$ cat config.mk
export PLATFORM = sky130hd
export DESIGN_NAME = fir_inverse_filter
export DESIGN_NICKNAME = d
export VERILOG_FILES = /design/src/rtl/fir_inverse_filter.sv
export SDC_FILE = /design/constraint.sdc
export NUM_CORES = 1
export LEC_CHECK = 0
export BUFFER_PORTS_ARGS = -buffer_cell sky130_fd_sc_hd__buf_2
export CAP_MARGIN = 20
export CORE_MARGIN = 2
export CORE_UTILIZATION = 40
export DETAILED_ROUTE_END_ITERATION = 6
export PLACE_DENSITY = 0.63
export SKIP_CTS_REPAIR_TIMING = 1
export SYNTH_ARGS = -nofsm -noshare
export SYNTH_HDL_FRONTEND = slang
export SYNTH_SLANG_ARGS = --single-unit
$ cat constraint.sdc
create_clock -name clk -period 8.8 [get_ports clk]
set_input_delay 0.88 -clock clk [delete_from_list [all_inputs] [get_ports clk]]
set_output_delay 0.88 -clock clk [all_outputs]
set_load 0.01 [all_outputs]
$ cat src/rtl/fir_inverse_filter.sv
// Inverse of the 4-tap low-pass FIR: rebuilds int8 source samples from the filtered
// 16-bit stream, flags samples no int8 sequence could have produced, and holds in FAULT.
module fir_inverse_filter #(
  parameter logic signed [7:0] H0 = 8'sd1,
  parameter logic signed [7:0] H1 = 8'sd2,
  parameter logic signed [7:0] H2 = 8'sd2,
  parameter logic signed [7:0] H3 = 8'sd1
) (
  input  logic               clk,
  input  logic               reset,
  input  logic signed [15:0] y_in,
  input  logic               y_valid,
  input  logic               resync,
  output logic signed [7:0]  x_out,
  output logic               x_valid,
  output logic               err,
  output logic [7:0]         err_count,
  output logic [1:0]         state_o
);

  typedef enum logic [1:0] {
    ST_IDLE  = 2'd0,
    ST_RUN   = 2'd1,
    ST_FAULT = 2'd2
  } state_t;

  // Division by H0 is omitted from the datapath, so any other value would decode wrongly.
  generate
    if (H0 != 8'sd1) begin : g_h0_check
      $error("fir_inverse_filter: H0 must be 1");
    end
  endgenerate

  state_t            r_state;
  logic signed [7:0] r_hist1, r_hist2, r_hist3;
  logic signed [7:0] r_x_out;
  logic              r_x_valid;
  logic              r_err;
  logic [7:0]        r_err_count;

  logic signed [18:0] w_y_ext;
  logic signed [18:0] w_p1, w_p2, w_p3;
  logic signed [18:0] w_e;
  logic               w_consistent;
  logic               w_accept;

  // 19 bits holds |y| + 6*128*128 headroom, so e is exact before the range check.
  assign w_y_ext      = 19'(y_in);
  assign w_p1         = 19'(H1) * 19'(r_hist1);
  assign w_p2         = 19'(H2) * 19'(r_hist2);
  assign w_p3         = 19'(H3) * 19'(r_hist3);
  assign w_e          = w_y_ext - (w_p1 + w_p2 + w_p3);
  assign w_consistent = (w_e >= -19'sd128) && (w_e <= 19'sd127);
  assign w_accept     = y_valid && !resync && (r_state != ST_FAULT);

  // NOTE: every register below is assigned with <= so all of them update from the
  // same pre-edge values; a blocking = here would let r_hist2 see the new r_hist1.
  always_ff @(posedge clk) begin
    if (reset) begin
      r_state     <= ST_IDLE;
      r_hist1     <= '0;
      r_hist2     <= '0;
      r_hist3     <= '0;
      r_x_out     <= '0;
      r_x_valid   <= 1'b0;
      r_err       <= 1'b0;
      r_err_count <= '0;
    end else begin
      r_x_valid <= 1'b0;
      if (resync) begin
        r_hist1 <= '0;
        r_hist2 <= '0;
        r_hist3 <= '0;
        r_state <= ST_IDLE;
      end else if (w_accept) begin
        r_x_out   <= w_e[7:0];
        r_x_valid <= 1'b1;
        if (w_consistent) begin
          r_hist1 <= w_e[7:0];
          r_hist2 <= r_hist1;
          r_hist3 <= r_hist2;
          r_state <= ST_RUN;
        end else begin
          // The bad sample is still emitted so the receiver sees where the stream broke.
          r_err       <= 1'b1;
          r_err_count <= (r_err_count == 8'hFF) ? r_err_count : r_err_count + 8'd1;
          r_state     <= ST_FAULT;
        end
      end
    end
  end

  assign x_out     = r_x_out;
  assign x_valid   = r_x_valid;
  assign err       = r_err;
  assign err_count = r_err_count;
  assign state_o   = r_state;

endmodule
==> results of run 1 <==
==> synth_stat cells (all sizes together) (3+ instances only) <==
master  instances
nand2          55
inv            53
dfxtp          44
a21oi          29
mux2i          23
fa             22
nor2           21
ha             19
o21ai          14
xnor2          13
clkbuf         10
nand3           9
buf             7
a211oi          6
and3            5
or3             5
xor2            5
nand2b          4
nand4           4
nor2b           4
and4            3
nor3            3
==> registers in the layout, summed over array words and instances (netlist names) <==
signal	count
state_o	2
err	1
r_hist2	8
r_hist1	8
x_out	8
err_count	8
r_hist3	8
x_valid	1
==> cell type report <==
type,instances,share of cell area (%)
well taps,105,3.53
multi-input cells,274,57.5
inverters,53,5.34
repair buffers,41,5.65
clock inverters,3,2.42
clock buffers,5,1.85
flip-flops and latches,44,23.7
==> worst min-delay path: cells and delay by family (launching register included) <==
| kind | cells | cell delay, ns |
|---|---|---|
| and+or+nand+nor | 1 | 0.05 |
| muxes | 1 | 0.05 |
| DFF | 1 | 0.31 |
==> metrics by stage <==
stage	setup slack (ns)	power (uW)	utilization [%]	hold slack [ns]
6_report	3.76	492	45.8	0.458
5_1_grt	3.37	515	45.8	0.483
4_1_cts	3.72	498	45.8	0.462
3_5_place_dp	3.77	283	43.8	0.449
3_3_place_gp	3.90	282	43.8	0.445
2_1_floorplan	4.31	262	-	0.435
==> per-layer routing <==
metal | GRT usage [%] | wire length (um)
met5 | 0 | 0
met4 | 4.35 | 78
met3 | 2.29 | 244
met2 | 26.7 | 3130
met1 | 21.4 | 3120
==> power by group <==
group          switching (uW)  internal [uW]
logic                    44.0           29.4
registers                2.18            203
clock network            72.0            142
total                     118            374
==> worst min-delay path by stage <==
stage	from	endpoint	slack, ns	depth (start not counted)
floorplan	r_hist3[2]	r_hist3[2]	0.43	2
global placement	r_hist3[3]	r_hist3[3]	0.45	2
detailed placement	r_hist3[6]	r_hist3[6]	0.45	2
CTS	r_hist3[6]	r_hist3[6]	0.46	2
global route	r_hist3[5]	r_hist3[5]	0.48	2
finish	r_hist3[6]	r_hist3[6]	0.46	2
==> cell families after synthesis <==
kind of cell             Yosys count  share of synthesized area, %
multiplexers                      24                          7.35
flip-flops                        44                          26.4
XOR/XNOR                          18                          4.73
AND/OR/NAND/NOR                  123                          18.3
adder cells (fa/ha/maj)           41                          20.3
buffers and inverters             70                          9.45
AO/OA/AOI/OAI                     68                          13.5
==> flow_metrics.tcl, run 1 <==
set metrics [dict create \
    outcome "complete, no violations" \
    synthFlopType "dfxtp_1" \
    fmax_ghz 0.199 \
    ys_async_sr_fraction_pct 0 \
    cts_buffers 5 \
    track_usage_pct 15.9 \
    ctsLongestPathBuffers 2 \
    rsz0062_at_grt "false" \
    htreeDepth 2 \
    wl_um 6570 \
    grt_overflow_total 0 \
    setup_viol 0 \
    drt_iter0_drc 122 \
    ys_seq_elements 44 \
    required_ns 9.02 \
    path_class "reg -> reg" \
    p_per_area_nw_per_um2 132 \
    hold_path_class "reg -> reg" \
    p_leak_uw 0.00144 \
    cap_violations 0 \
    worst_path_most_repeated_cell "fa_1" \
    synth_top_area_share_pct 26.4 \
    fin_skew_ns 0.00430 \
    die_y_um 95.3 \
    synth_edf_count 0 \
    synth_top_area_cell "dfxtp_1" \
    dp_hpwl_um 5150 \
    fill_cells 802 \
    layout_commonest_cell "nand2_1" \
    synth_warnings 0 \
    ys_types 56 \
    syn-instance-count 388 \
    gp_congestion 0.902 \
    multi_input_area_um2 2140 \
    seq_area_um2 881 \
    crit_start "r_hist2[7]" \
    final_cell_area_um2 3720 \
    dieWidth_um 95.3 \
    period_share_pct 57.2 \
    hold_viol_final 0 \
    fin_crit_ns 5.04 \
    routedWlPerCell_um 12.5 \
    cts_num_sinks 44 \
    relSlewSlack_pct 64.3 \
    worstPathArrival_ns 5.26 \
    antenna_found_initial 0 \
    worst_r2r_path_depth 15 \
    syn-mean-instance-area_um2 8.60 \
    viasPerCell 5.01 \
    drive_above_1_share_pct 15.5 \
    ant_nets 0 \
    grt_max_degree 32 \
    cts_tree "yes" \
    final_cells 525 \
    reg2reg_slack_ns 3.76 \
    fp-row-count 33 \
    tightest_slew_ns 0.535 \
    synthTopCellsByArea "dfxtp_1 (26%), fa_1 (13%), ha_1 (7.1%), mux2i_1 (6.6%), nand2_1 (6.2%)" \
    dpl_cell_area_um2 3560 \
    cp-endpoint "r_hist1[1]" \
    cts_root_buffer "clkbuf_8" \
    worst_r2r_endpoint "r_hist1[1]" \
    grt_pass1_wl_um 11700 \
    cp-end-kind "register" \
    cpPeakStageDelay_ns 0.88 \
    critical_path.cell_chain "inv_1 -> fa_1 -> fa_1 -> ha_1 -> a21oi_1 -> o21ai_1 -> a221oi_2 -> o31ai_1 -> xor2_1 -> or4b_4 -> nor4_4 -> o21a_1 -> buf_4 -> nor2_1 -> a211oi_2" \
    critPathTopFamily "adder cells" \
    insertion_delay_ns 0.30 \
    ys_seq_area_share_pct 26.4 \
    netlist_area_um2 3340 \
    grt_pass1_vias 2595 \
    final_cell_mix "nand2_1 (55), inv_1 (53), dfxtp_1 (44)" \
    drv_slew 0 \
    rr_startpoint "r_hist2[7]" \
    via_count 2632 \
    dieArea_um2 9090 \
    path_clk_slew_ns 0.09 \
    finalSetupTns_ns 0 \
    start_kind "register" \
    fp.coreArea_um2 8130 \
    fin_nets 480 \
    area_growth_pct 11.6 \
    syn_nets 449 \
    crit_buf_inv 2 \
    vdd_drop_max_mv 0.0968 \
    antenna_cells 0 \
    drt_pass1_iterations 4 \
    port_buffers 39 \
    dpl.cell_count 517 \
    cp_slowest_cell "fa_1" \
    path_max_fanout 27 \
    post-route-drc-count 0 \
    start_util_pct 41.0 \
    path_depth 15 \
    ioPinCount 40 \
]
(Power assumes the default switching activity.)
==> run 2: changes to the inputs <==
Clock period 8.8 ns to 4.7 ns, I/O delays scaled along.
==> run 2 against run 1 <==
  * Power rose by 70%
  * Cell count increased by 1.5%
  * Non-clock buffer count is 8 higher
  * Largest cell class unchanged
  * Largest power group is now registers
==> flow_metrics.tcl, run 2 (synthesis gave the netlist of run 1 again) <==
set metrics [dict create \
    outcome "complete, no violations" \
    start_util_pct 41.0 \
    gp_congestion 0.852 \
    vdd_drop_max_mv 0.0994 \
    ant_nets 0 \
    wl_um 6790 \
    hold_path_class "in -> reg" \
    cp-end-kind "register" \
    worst_path_most_repeated_cell "inv_1" \
    required_ns 4.93 \
    htreeDepth 2 \
    routedWlPerCell_um 12.7 \
    critical_path.cell_chain "inv_1 -> fa_1 -> inv_1 -> fa_1 -> inv_1 -> ha_1 -> a21oi_2 -> o22ai_2 -> a41oi_4 -> o31ai_2 -> xor2_1 -> or4b_4 -> nor4_4 -> o21a_2 -> buf_12 -> mux2i_1" \
    path_clk_slew_ns 0.10 \
    ioPinCount 40 \
    ctsLongestPathBuffers 2 \
    start_kind "register" \
    p_leak_uw 0.00147 \
    min_path_cells 3 \
    worstPathArrival_ns 4.71 \
    drive_above_1_share_pct 18.5 \
    rr_startpoint "r_hist1[1]" \
    track_usage_pct 16.3 \
    p_comb_share_pct 17.3 \
    antenna_cells 0 \
    drt_iter0_drc 98 \
    dieArea_um2 9090 \
    drv_slew 0 \
    p_per_area_nw_per_um2 220 \
    seq_area_um2 881 \
    final_cell_mix "nand2_1 (55), inv_1 (53), dfxtp_1 (44)" \
    tightest_slew_ns 0.501 \
    cts_root_buffer "clkbuf_8" \
    fp.coreArea_um2 8130 \
    critPathTopFamily "adder cells" \
    whs_endpoint "state_o[1]" \
    switching_share_pct 28.3 \
    grt_overflow_total 0 \
    area_growth_pct 13.8 \
    fin_nets 488 \
    dp_hpwl_um 5380 \
    path_class "reg -> reg" \
    cts_tree "yes" \
    post-route-drc-count 0 \
    seqPwrFrac_pct 45.8 \
    worstHoldStart "y_valid" \
    period_share_pct 95.3 \
    p_clk_share_pct 36.8 \
    antenna_found_initial 0 \
    viasPerCell 5.06 \
    switchingPower_uw 236 \
    fill_cells 817 \
    path_max_fanout 15 \
    via_count 2698 \
    p_int_uw 599 \
    grt_pass1_wl_um 11900 \
    reg2reg_slack_ns 0.22 \
    fin_util_pct 46.7 \
    drt_pass1_iterations 4 \
    cts_buffers 5 \
    grt_max_degree 33 \
    fin_skew_ns 0.0115 \
    worst_r2r_path_depth 16 \
    setup_viol 0 \
    setup_slack_ns 0.220 \
    insertion_delay_ns 0.31 \
    hold_viol_final 0 \
    cpPeakStageDelay_ns 0.55 \
    cp_slowest_cell "or4b_4" \
    crit_buf_inv 4 \
    port_buffers 39 \
    place_ws_ns 0.0871 \
    worst_r2r_endpoint "r_hist1[3]" \
    multi_input_area_um2 2180 \
    die_y_um 95.3 \
    dieWidth_um 95.3 \
    cts_num_sinks 44 \
    layout_commonest_cell "nand2_1" \
    fp-row-count 33 \
    grt_pass1_vias 2763 \
    fmax_ghz 0.223 \
    finalSetupTns_ns 0 \
    relSlewSlack_pct 66.6 \
    fin_crit_ns 4.48 \
    crit_start "r_hist1[1]" \
    cap_violations 0 \
]
## run 2: layout make-up
cell class,instances,area share (%)
multi-input combinational,274,57.3
tap,105,3.46
clock buffer,5,1.81
inverter,53,5.24
timing repair buffer,49,7.78
clock inverter,3,1.22
sequential,44,23.2
## run 2: worst max-delay path by stage
stage,endpoint,slack (ns),cells after the start
after global routing,r_hist1[3],-0.03,16
after detailed placement,r_hist1[3],0.09,16
after global placement,r_hist1[1],0.19,17
final,r_hist1[3],0.22,16
after floorplan,r_hist1[7],0.21,15
after CTS,r_hist1[3],0.05,16
## run 2: power by group through the flow
stage	clock network, uW	logic (uW)	registers (uW)
6_report	308	145	383
5_1_grt	328	163	384
4_1_cts	320	142	383
3_5_place_dp	0	142	392
3_3_place_gp	0	140	392
2_1_floorplan	0	95.3	395
## run 2: stage by stage
step | power, uW | instances | hold slack [ns] | cell area [um2]
final | 836 | 533 | 0.432 | 3800
after global routing | 876 | 533 | 0.472 | 3800
after global placement | 532 | 525 | 0.446 | 3650
after CTS | 846 | 533 | 0.424 | 3760
after floorplan | 490 | 388 | 0.435 | 3340
after detailed placement | 534 | 525 | 0.448 | 3650
## run 2: routing by layer
metal / wire (um) / up-vias / GRT usage, %
met1: 3240 / 1279 / 20.7
met5: 0 / - / 0
met2: 3230 / 44 / 28.4
met4: 78 / 0 / 4.35
met3: 236 / 6 / 2.77
li1: - / 1369 / -
## run 2: worst reg2reg max path, cell delays in order (launching register included)
cell     delay, ns
dfxtp_1       0.37
inv_1         0.08
fa_1          0.54
inv_1         0.05
fa_1          0.50
inv_1         0.05
ha_1          0.36
a21oi_2       0.22
o22ai_2       0.14
a41oi_4       0.32
o31ai_2       0.11
xor2_1        0.16
or4b_4        0.55
nor4_4        0.32
o21a_2        0.22
buf_12        0.18
mux2i_1       0.24
==> run 3: changes to the inputs <==
Settings changed: ABC_AREA from default to 1.
==> run 3 against run 2 <==
  * Via count rose by 24%
  * First-iteration DRC count rose by 72%
  * Combinational power rose by 12%
  * Sequential cell count did not move
  * Cell count rose by 29%
  * Global-route usage rose by 1.1 points
  * Die area rose by 7.5%
  * Core utilization fell by 1.1 points
  * Non-clock buffer count fell by 7
  * Sequential power barely moved
  * Clock power fell by 20%
  * Largest cell class unchanged
  * Highest routed layer unchanged
==> flow_metrics.tcl, run 3 <==
set metrics [dict create \
    antenna_found_initial 0 \
    fin_nets 640 \
    ys_async_sr_fraction_pct 0 \
    wl_um 7970 \
    fp.coreArea_um2 8720 \
    outcome "complete, no violations" \
    syn-instance-count 540 \
    ys_types 28 \
    cts_root_buffer "clkbuf_8" \
    htreeDepth 2 \
    cts_tree "yes" \
    synthFlopType "dfxtp_1" \
    drive_above_1_share_pct 12.1 \
    drt_iter0_drc 169 \
    p_total_uw 794 \
    insertion_delay_ns 0.30 \
    switching_share_pct 30.0 \
    fin_util_pct 45.6 \
    syn_nets 601 \
    ant_nets 0 \
    cp-end-kind "register" \
    dp_hpwl_um 6450 \
    finalSetupTns_ns 0 \
    gp_congestion 0.869 \
    via_count 3358 \
    whs_ns 0.439 \
    antenna_cells 0 \
    ctsLongestPathBuffers 2 \
    hold_path_class "in -> reg" \
    cts_buffers 5 \
    cts_num_sinks 44 \
    synth_top_area_cell "dfxtp_1" \
    switchingPower_uw 238 \
    grt_max_degree 27 \
    cap_violations 0 \
    seq_area_um2 881 \
    relSlewSlack_pct 63.7 \
    yosysMostFrequentCell "nand2_1" \
    synth_common_cells "nand2_1 (116), inv_1 (105), nor2_1 (95)" \
    multi_input_area_um2 2240 \
    synth_warnings 0 \
    grt_pass1_wl_um 14200 \
    port_buffers 39 \
    synth_top_area_share_pct 24.5 \
    p_leak_uw 0.00196 \
    tightest_slew_ns 0.544 \
    viasPerCell 4.88 \
    dieWidth_um 98.8 \
    synth_edf_count 0 \
    setup_viol 0 \
    area_growth_pct 10.6 \
    p_per_area_nw_per_um2 200 \
    dieArea_um2 9770 \
    seqPwrFrac_pct 48.5 \
    vdd_drop_max_mv 0.0886 \
    netlist_area_um2 3600 \
    post-route-drc-count 0 \
    p_clk_share_pct 30.9 \
    hold_viol_final 0 \
    path_class "reg -> reg" \
    drt_pass1_iterations 4 \
    required_ns 4.90 \
    layout_commonest_cell "nand2_1" \
    routedWlPerCell_um 11.6 \
    die_y_um 98.8 \
    p_int_uw 556 \
    fin_skew_ns 0.00748 \
    fmax_ghz 0.242 \
    start_kind "register" \
    final_cell_mix "nand2_1 (116), inv_1 (105), nor2_1 (95)" \
    synthTopCellsByArea "dfxtp_1 (24%), fa_1 (12%), nand2_1 (12%), inv_1 (11%), nor2_1 (9.9%)" \
    period_share_pct 87.8 \
    grt_overflow_total 0 \
    track_usage_pct 17.4 \
    final_cell_area_um2 3980 \
    drv_slew 0 \
    dpl_cell_area_um2 3890 \
    p_comb_share_pct 20.6 \
    ioPinCount 40 \
    path_max_fanout 26 \
    syn-mean-instance-area_um2 6.66 \
    path_clk_slew_ns 0.08 \
    fin_crit_ns 4.13 \
    grt_pass1_vias 3190 \
    ys_seq_elements 44 \
    start_util_pct 41.2 \
    rsz0062_at_grt "false" \
    fill_cells 943 \
    worstPathArrival_ns 4.32 \
    fp-row-count 34 \
    ys_seq_area_share_pct 24.5 \
]
## run 3: per-layer routing
metal | track usage [%] | routed length, um
met1 | 23.0 | 3730
met2 | 29.1 | 3760
met3 | 2.77 | 330
met4 | 5.48 | 157
met5 | 0 | 0
## run 3: cells by family after synthesis
group	after synthesis	synth area share, %
simple gates	267	32.2
buf+inv	121	13.4
compound gates	54	7.90
flops	44	24.5
fa+ha+maj	41	18.9
xor+xnor	13	3.17
## run 3: through the flow
stage / setup slack, ns / std cells
after detailed placement: 0.573 / 680
after CTS: 0.554 / 688
after global placement: 0.604 / 680
after global routing: 0.230 / 688
final: 0.571 / 688
after floorplan: 1.11 / 540
## run 3: cell type report
type	count	area share, %
Clock buffer	6	2.08
Multi-Input combinational cell	375	56.2
Clock inverter	2	0.252
Tap cell	108	3.40
Sequential cell	44	22.1
Timing Repair Buffer	42	5.47
Inverter	111	10.5
## run 3: final timing paths
| check | slack (ns) | start | endpoint | cells after the start |
|---|---|---|---|---|
| max | 0.57 | r_hist2[7] | r_hist1[1] | 19 |
| min | 0.44 | y_valid | state_o[1] | 3 |
| max reg2reg | 0.57 | r_hist2[7] | r_hist1[1] | 19 |
| min reg2reg | 0.46 | err | err | 2 |
## run 3: power by group through the flow
stage / sequential (uW) / clock (uW) / combinational, uW
after floorplan: 397 / 0 / 111
after global placement: 394 / 0 / 161
after detailed placement: 394 / 0 / 163
after CTS: 385 / 256 / 164
after global routing: 386 / 270 / 188
final: 385 / 245 / 163
## run 3: critical path: stages, from the launching register on
cell	delay, ns
dfxtp_1	0.36
inv_1	0.07
fa_1	0.89
fa_1	0.52
ha_1	0.43
nand2_2	0.12
nor2_2	0.16
nand3_1	0.15
nand3_1	0.11
nand2_1	0.05
nand2_1	0.11
inv_2	0.04
nor2_1	0.10
nand3_1	0.12
nor2_4	0.17
nor2_4	0.10
nor2_8	0.32
nand2_1	0.09
nand2_1	0.07
nor2_1	0.04
